--- src/rtl/ps2_key_controller.sv ---
// PS/2 keyboard receiver in the system clock domain: pin sync, 11-bit framing,
// E0/F0 prefix decoding into one-cycle key events, and held flags for four keys.
module ps2_key_controller #(
    parameter int unsigned TIMEOUT_CYC = 200000,
    parameter logic [7:0]  KEY0        = 8'h24,
    parameter logic [7:0]  KEY1        = 8'h2D,
    parameter logic [7:0]  KEY2        = 8'h1C,
    parameter logic [7:0]  KEY3        = 8'h23
) (
    input  logic       clk,
    input  logic       rst,
    input  logic       ps2_clk,
    input  logic       ps2_data,
    output logic       key_valid,
    output logic [7:0] key_code,
    output logic       key_ext,
    output logic       key_released,
    output logic [3:0] key_down,
    output logic       frame_err
);
    localparam int TW = $clog2(TIMEOUT_CYC + 1);
    localparam logic [3:0][7:0] KEYS = {KEY3, KEY2, KEY1, KEY0};

    typedef enum logic [1:0] {IDLE, EXT, BRK, EXTBRK} dec_t;

    logic          c_s1_q, c_s2_q, c_prev_q, d_s1_q, d_s2_q;
    logic          fall;
    logic [3:0]    bit_cnt_q, bit_cnt_d;
    logic [10:0]   shift_q, shift_d;
    logic          done_q, done_d;
    logic [TW-1:0] tmo_q, tmo_d;
    logic          tmo_hit;
    logic [7:0]    rx_byte;
    logic          good, bad;
    dec_t          state_q, state_d;
    logic          emit, emit_ext, emit_brk;
    logic          key_valid_q, frame_err_q, key_ext_q, key_rel_q;
    logic [7:0]    key_code_q;
    logic [3:0]    key_down_q, key_down_d;

    // Sync flops reset high so reset itself never looks like a ps2_clk fall.
    always_ff @(posedge clk or posedge rst) begin
        if (rst) begin
            c_s1_q   <= 1'b1;
            c_s2_q   <= 1'b1;
            c_prev_q <= 1'b1;
            d_s1_q   <= 1'b1;
            d_s2_q   <= 1'b1;
        end else begin
            c_s1_q   <= ps2_clk;
            c_s2_q   <= c_s1_q;
            c_prev_q <= c_s2_q;
            d_s1_q   <= ps2_data;
            d_s2_q   <= d_s1_q;
        end
    end

    assign fall = c_prev_q & ~c_s2_q;

    always_comb begin
        bit_cnt_d = bit_cnt_q;
        shift_d   = shift_q;
        done_d    = 1'b0;
        tmo_d     = tmo_q;
        tmo_hit   = 1'b0;
        if (fall) begin
            shift_d = {d_s2_q, shift_q[10:1]};
            tmo_d   = '0;
            if (bit_cnt_q == 4'd10) begin
                bit_cnt_d = 4'd0;
                done_d    = 1'b1;
            end else begin
                bit_cnt_d = bit_cnt_q + 4'd1;
            end
        end else if (bit_cnt_q != 4'd0) begin
            if (tmo_q == TW'(TIMEOUT_CYC - 1)) begin
                bit_cnt_d = 4'd0;
                tmo_d     = '0;
                tmo_hit   = 1'b1;
            end else begin
                tmo_d = tmo_q + TW'(1);
            end
        end
    end

    always_ff @(posedge clk or posedge rst) begin
        if (rst) begin
            bit_cnt_q <= 4'd0;
            shift_q   <= '0;
            done_q    <= 1'b0;
            tmo_q     <= '0;
        end else begin
            bit_cnt_q <= bit_cnt_d;
            shift_q   <= shift_d;
            done_q    <= done_d;
            tmo_q     <= tmo_d;
        end
    end

    // Frame is judged the cycle after the stop bit lands in the shifter.
    assign rx_byte = shift_q[8:1];
    assign good    = done_q & ~shift_q[0] & shift_q[10] & (^shift_q[9:1]);
    assign bad     = done_q & ~good;

    always_ff @(posedge clk or posedge rst) begin
        if (rst) state_q <= IDLE;
        else     state_q <= state_d;
    end

    always_comb begin
        state_d = state_q;
        if (bad || tmo_hit) begin
            state_d = IDLE;
        end else if (good) begin
            unique case (state_q)
                IDLE:    state_d = (rx_byte == 8'hE0) ? EXT :
                                   (rx_byte == 8'hF0) ? BRK : IDLE;
                EXT:     state_d = (rx_byte == 8'hF0) ? EXTBRK :
                                   (rx_byte == 8'hE0) ? EXT : IDLE;
                BRK:     state_d = (rx_byte == 8'hE0) ? EXTBRK :
                                   (rx_byte == 8'hF0) ? BRK : IDLE;
                EXTBRK:  state_d = (rx_byte == 8'hE0 || rx_byte == 8'hF0) ? EXTBRK : IDLE;
                default: state_d = IDLE;
            endcase
        end
    end

    always_comb begin
        emit     = good && rx_byte != 8'hE0 && rx_byte != 8'hF0;
        emit_ext = (state_q == EXT) || (state_q == EXTBRK);
        emit_brk = (state_q == BRK) || (state_q == EXTBRK);
    end

    always_comb begin
        key_down_d = key_down_q;
        if (emit && !emit_ext) begin
            for (int n = 0; n < 4; n++) begin
                if (rx_byte == KEYS[n]) key_down_d[n] = ~emit_brk;
            end
        end
    end

    always_ff @(posedge clk or posedge rst) begin
        if (rst) begin
            key_valid_q <= 1'b0;
            frame_err_q <= 1'b0;
            key_code_q  <= 8'h00;
            key_ext_q   <= 1'b0;
            key_rel_q   <= 1'b0;
            key_down_q  <= 4'h0;
        end else begin
            key_valid_q <= emit;
            frame_err_q <= bad;
            key_down_q  <= key_down_d;
            if (emit) begin
                key_code_q <= rx_byte;
                key_ext_q  <= emit_ext;
                key_rel_q  <= emit_brk;
            end
        end
    end

    assign key_valid    = key_valid_q;
    assign frame_err    = frame_err_q;
    assign key_code     = key_code_q;
    assign key_ext      = key_ext_q;
    assign key_released = key_rel_q;
    assign key_down     = key_down_q;
endmodule

--- config.mk ---
export PLATFORM = sky130hd
export DESIGN_NAME = ps2_key_controller
export DESIGN_NICKNAME = d
export VERILOG_FILES = /design/src/rtl/ps2_key_controller.sv
export SDC_FILE = /design/constraint.sdc
export NUM_CORES = 1
export LEC_CHECK = 0
export ABC_CLOCK_PERIOD_IN_PS = 3500
export BUFFER_PORTS_ARGS = -buffer_cell sky130_fd_sc_hd__buf_2
export CAP_MARGIN = 40
export CORE_MARGIN = 2
export CORE_UTILIZATION = 45
export CTS_BUF_LIST = sky130_fd_sc_hd__clkbuf_8
export CTS_CLUSTER_SIZE = 20
export DETAILED_ROUTE_END_ITERATION = 8
export MAX_ROUTING_LAYER = met4
export SETUP_SLACK_MARGIN = 0.15
export SLEW_MARGIN = 15
export SYNTH_ARGS = -nofsm -noshare
export SYNTH_HDL_FRONTEND = slang
export SYNTH_SLANG_ARGS = --single-unit
--- constraint.sdc ---
create_clock -name clk -period 3.5 [get_ports clk]
set_input_delay 0.175 -clock clk [delete_from_list [all_inputs] [get_ports clk]]
set_output_delay 0.175 -clock clk [all_outputs]
set_load 0.02 [all_outputs]
==> impl_metrics.json <==
{
  "status": "completed",
  "synth_most_common_cell": "dfrtp_1",
  "tns_ns": 0,
  "overflow": 0,
  "die_y_um": 82.62,
  "worstSkewPairLatency_ns": 0.34,
  "min_period_ns": 2.340,
  "regToRegStartpoint": "shift_q[1]",
  "peakVddDrop_mv": 0.4181,
  "die-area_sq_um": 6826,
  "vias_per_cell": 5.161,
  "syn_inst": 267,
  "vias": 1920,
  "numCtsBuffers": 9,
  "totalPowerFinal_mw": 1.762,
  "layout-drive-gt1-share_pct": 17.85,
  "syn_nets": 286,
  "drt_iter0_markers": 120,
  "clock_sinks": 57,
  "fp.dieW_um": 82.62,
  "synth.area.top_cells": "dfrtp_1, ha_1, dfstp_2",
  "clock_skew_ns": 0.007534,
  "avgSynthCellArea_sq_um": 10.42,
  "core_sq_um": 5956,
  "critPathMaxFanout": 20,
  "synth_area_sq_um": 2781,
  "ys_warn_count": 0,
  "cp.arrival_ns": 2.59,
  "initial_core_util_pct": 46.70,
  "postSynth.asyncResetShare_pct": 100.0,
  "htreeDepth": 3,
  "slew_headroom_pct": 58.92,
  "grt-busiest-layer": "met2",
  "final_antenna_net_count": 0,
  "power.density_nw_per_um2": 553.1,
  "clockBufferDepth": 2,
  "holdCritPathClass": "reg2reg",
  "tightest_slew_ns": 0.6135,
  "finalNetCount": 312,
  "place_congestion": 0.7987,
  "grt_max_degree": 39,
  "antenna_cells": 0,
  "routedWlPerCell_um": 13.63,
  "synth_commonest_cells": "dfrtp_1, nand2_1, nor2_1",
  "max_cap_violations": 0,
  "drc": 0,
  "setup_viol": 0,
  "ys_types": 48,
  "startpoint": "shift_q[1]",
  "use_met2_pct": 26.69,
  "use_met1_pct": 21.98,
  "path_clk_slew_ns": 0.07,
  "hp-start": "d_s1_q",
  "grt_use_total_pct": 17.60,
  "root_buffer": "clkbuf_8",
  "rsz0062_at_grt": "no",
  "dr.pass1.iters": 4,
  "power_leakage_nw": 1.551,
  "fillCellCount": 530,
  "area_growth_pct": 14.53,
  "antenna_found_initial": 0,
  "drv_slew": 0,
  "period_share_pct": 66.86,
  "synth_flop_cell": "dfrtp_1",
  "grt_pass1_vias": 1847,
  "grt_pass1_wl_um": 8604,
  "crit_path_end_kind": "flop",
  "synth_edf_count": 0,
  "synth_top_area_cell": "dfrtp_1",
  "rows": 28,
  "required_ns": 3.75,
  "use_met3_pct": 5.217,
  "tritoncts": "built",
  "place_hpwl_um": 3530,
  "fmax_mhz": 427.3,
  "netlist.area_leader.share_pct": 46.78,
  "ios": 20,
  "crit_type": "reg2reg",
  "crit_path_start_kind": "flop",
  "ys_ff_latch": 57,
  "totalWireLength_um": 5070,
  "hold_viol": 0,
  "numPortBuffers": 19,
  "synth_seq_area_share_pct": 51.51
}
## area by class of cell
| cell class | instances | area (sq um) | area share, % |
|---|---|---|---|
| tap | 75 | 93.84 | 2.946 |
| clock buffer | 13 | 178.9 | 5.617 |
| clock inverter | 2 | 35.03 | 1.100 |
| sequential | 57 | 1433 | 44.97 |
| inverter | 20 | 75.07 | 2.357 |
| multi-input combinational | 181 | 1230 | 38.61 |
| timing repair buffer | 24 | 140.1 | 4.399 |
## power breakdown
| group | leakage [nW] | switching [mW] | total, mW | internal, mW |
|---|---|---|---|---|
| sequential | 0.764 | 0.0635 | 0.784 | 0.721 |
| combinational | 0.676 | 0.189 | 0.326 | 0.137 |
| clock | 0.112 | 0.251 | 0.652 | 0.401 |
## flip-flops by register name (all words and copies together) (netlist names)
name and cells:
d_s2_q 1, key_code 8, frame_err 1, c_prev_q 1, tmo_q 18, key_valid 1
key_down 4, done_q 1, key_ext 1, c_s2_q 1, c_s1_q 1, state_q 2
d_s1_q 1, key_released 1, shift_q 11, bit_cnt_q 4
## cell usage in the layout, fill, tap and decap left out, types with 3 or more instances in the layout
| cell | count |
|---|---|
| dfstp_2 | 5 |
| dlygate4sd3_1 | 3 |
| nand3_1 | 10 |
| nand2_1 | 34 |
| inv_1 | 19 |
| clkbuf_8 | 13 |
| buf_2 | 19 |
| dfrtp_1 | 52 |
| and3_1 | 6 |
| nor3_1 | 3 |
| nand4_1 | 9 |
| o21ai_0 | 22 |
| ha_1 | 15 |
| mux2i_1 | 5 |
| nor2_1 | 24 |
| xor2_1 | 12 |
## timing repair
action,in CTS,in global routing
gates resized for setup,0,0
hold buffers,3,0
hold endpoints to repair,21,0
setup buffers,0,0
## final timing paths
kind / to / slack [ns] / cells after the start
worst min register to register: d_s2_q / 0.36 / 0
worst max-delay path: key_down[2] / 1.16 / 7
max in group asynchronous: c_prev_q / 2.28 / 4
min in group asynchronous: key_ext / 0.37 / 3
worst min-delay path: d_s2_q / 0.36 / 0
worst max register to register: key_down[2] / 1.16 / 7
## through the flow
stage               worst slack (ns)  util (%)  hold slack [ns]  cells  cell area [sq um]
finish                         1.160     53.49           0.3557    372               3186
global route                  0.9964     53.49           0.3654    372               3186
CTS                            1.140     53.49           0.3564    372               3186
detailed placement             1.158     49.39           0.1916    354               2942
global placement               1.232     49.39           0.1873    354               2942
floorplan                      1.520         -           0.1795    267               2781
## worst max-delay path, stage by stage, from the launching register on
cell and delay, ns:
dfrtp_1 0.38, inv_1 0.09, ha_1 0.32, xnor3_1 0.39, xnor2_2 0.19, nand3_2 0.36, nor4_4 0.33, mux2i_1 0.21
## cells by family (layout without fill, tap and decap cells)
kind of cell / after synthesis / after routing / share of synthesized area (%)
AO/OA/AOI/OAI: 39 / 39 / 9.808
XOR/XNOR: 16 / 16 / 5.803
adder cells (fa/ha/maj): 15 / 15 / 6.748
buffers and inverters: 29 / 59 / 4.273
flip-flops: 57 / 57 / 51.51
multiplexers: 7 / 7 / 2.609
AND/OR/NAND/NOR: 104 / 104 / 19.25
## layer usage
layer  part of all wire [%]  vias up
li1                       -      965
met1                     49      918
met2                     46       27
met3                    3.5       10
met4                    1.8        0
met5                      0        -
(Power assumes the default switching activity.)
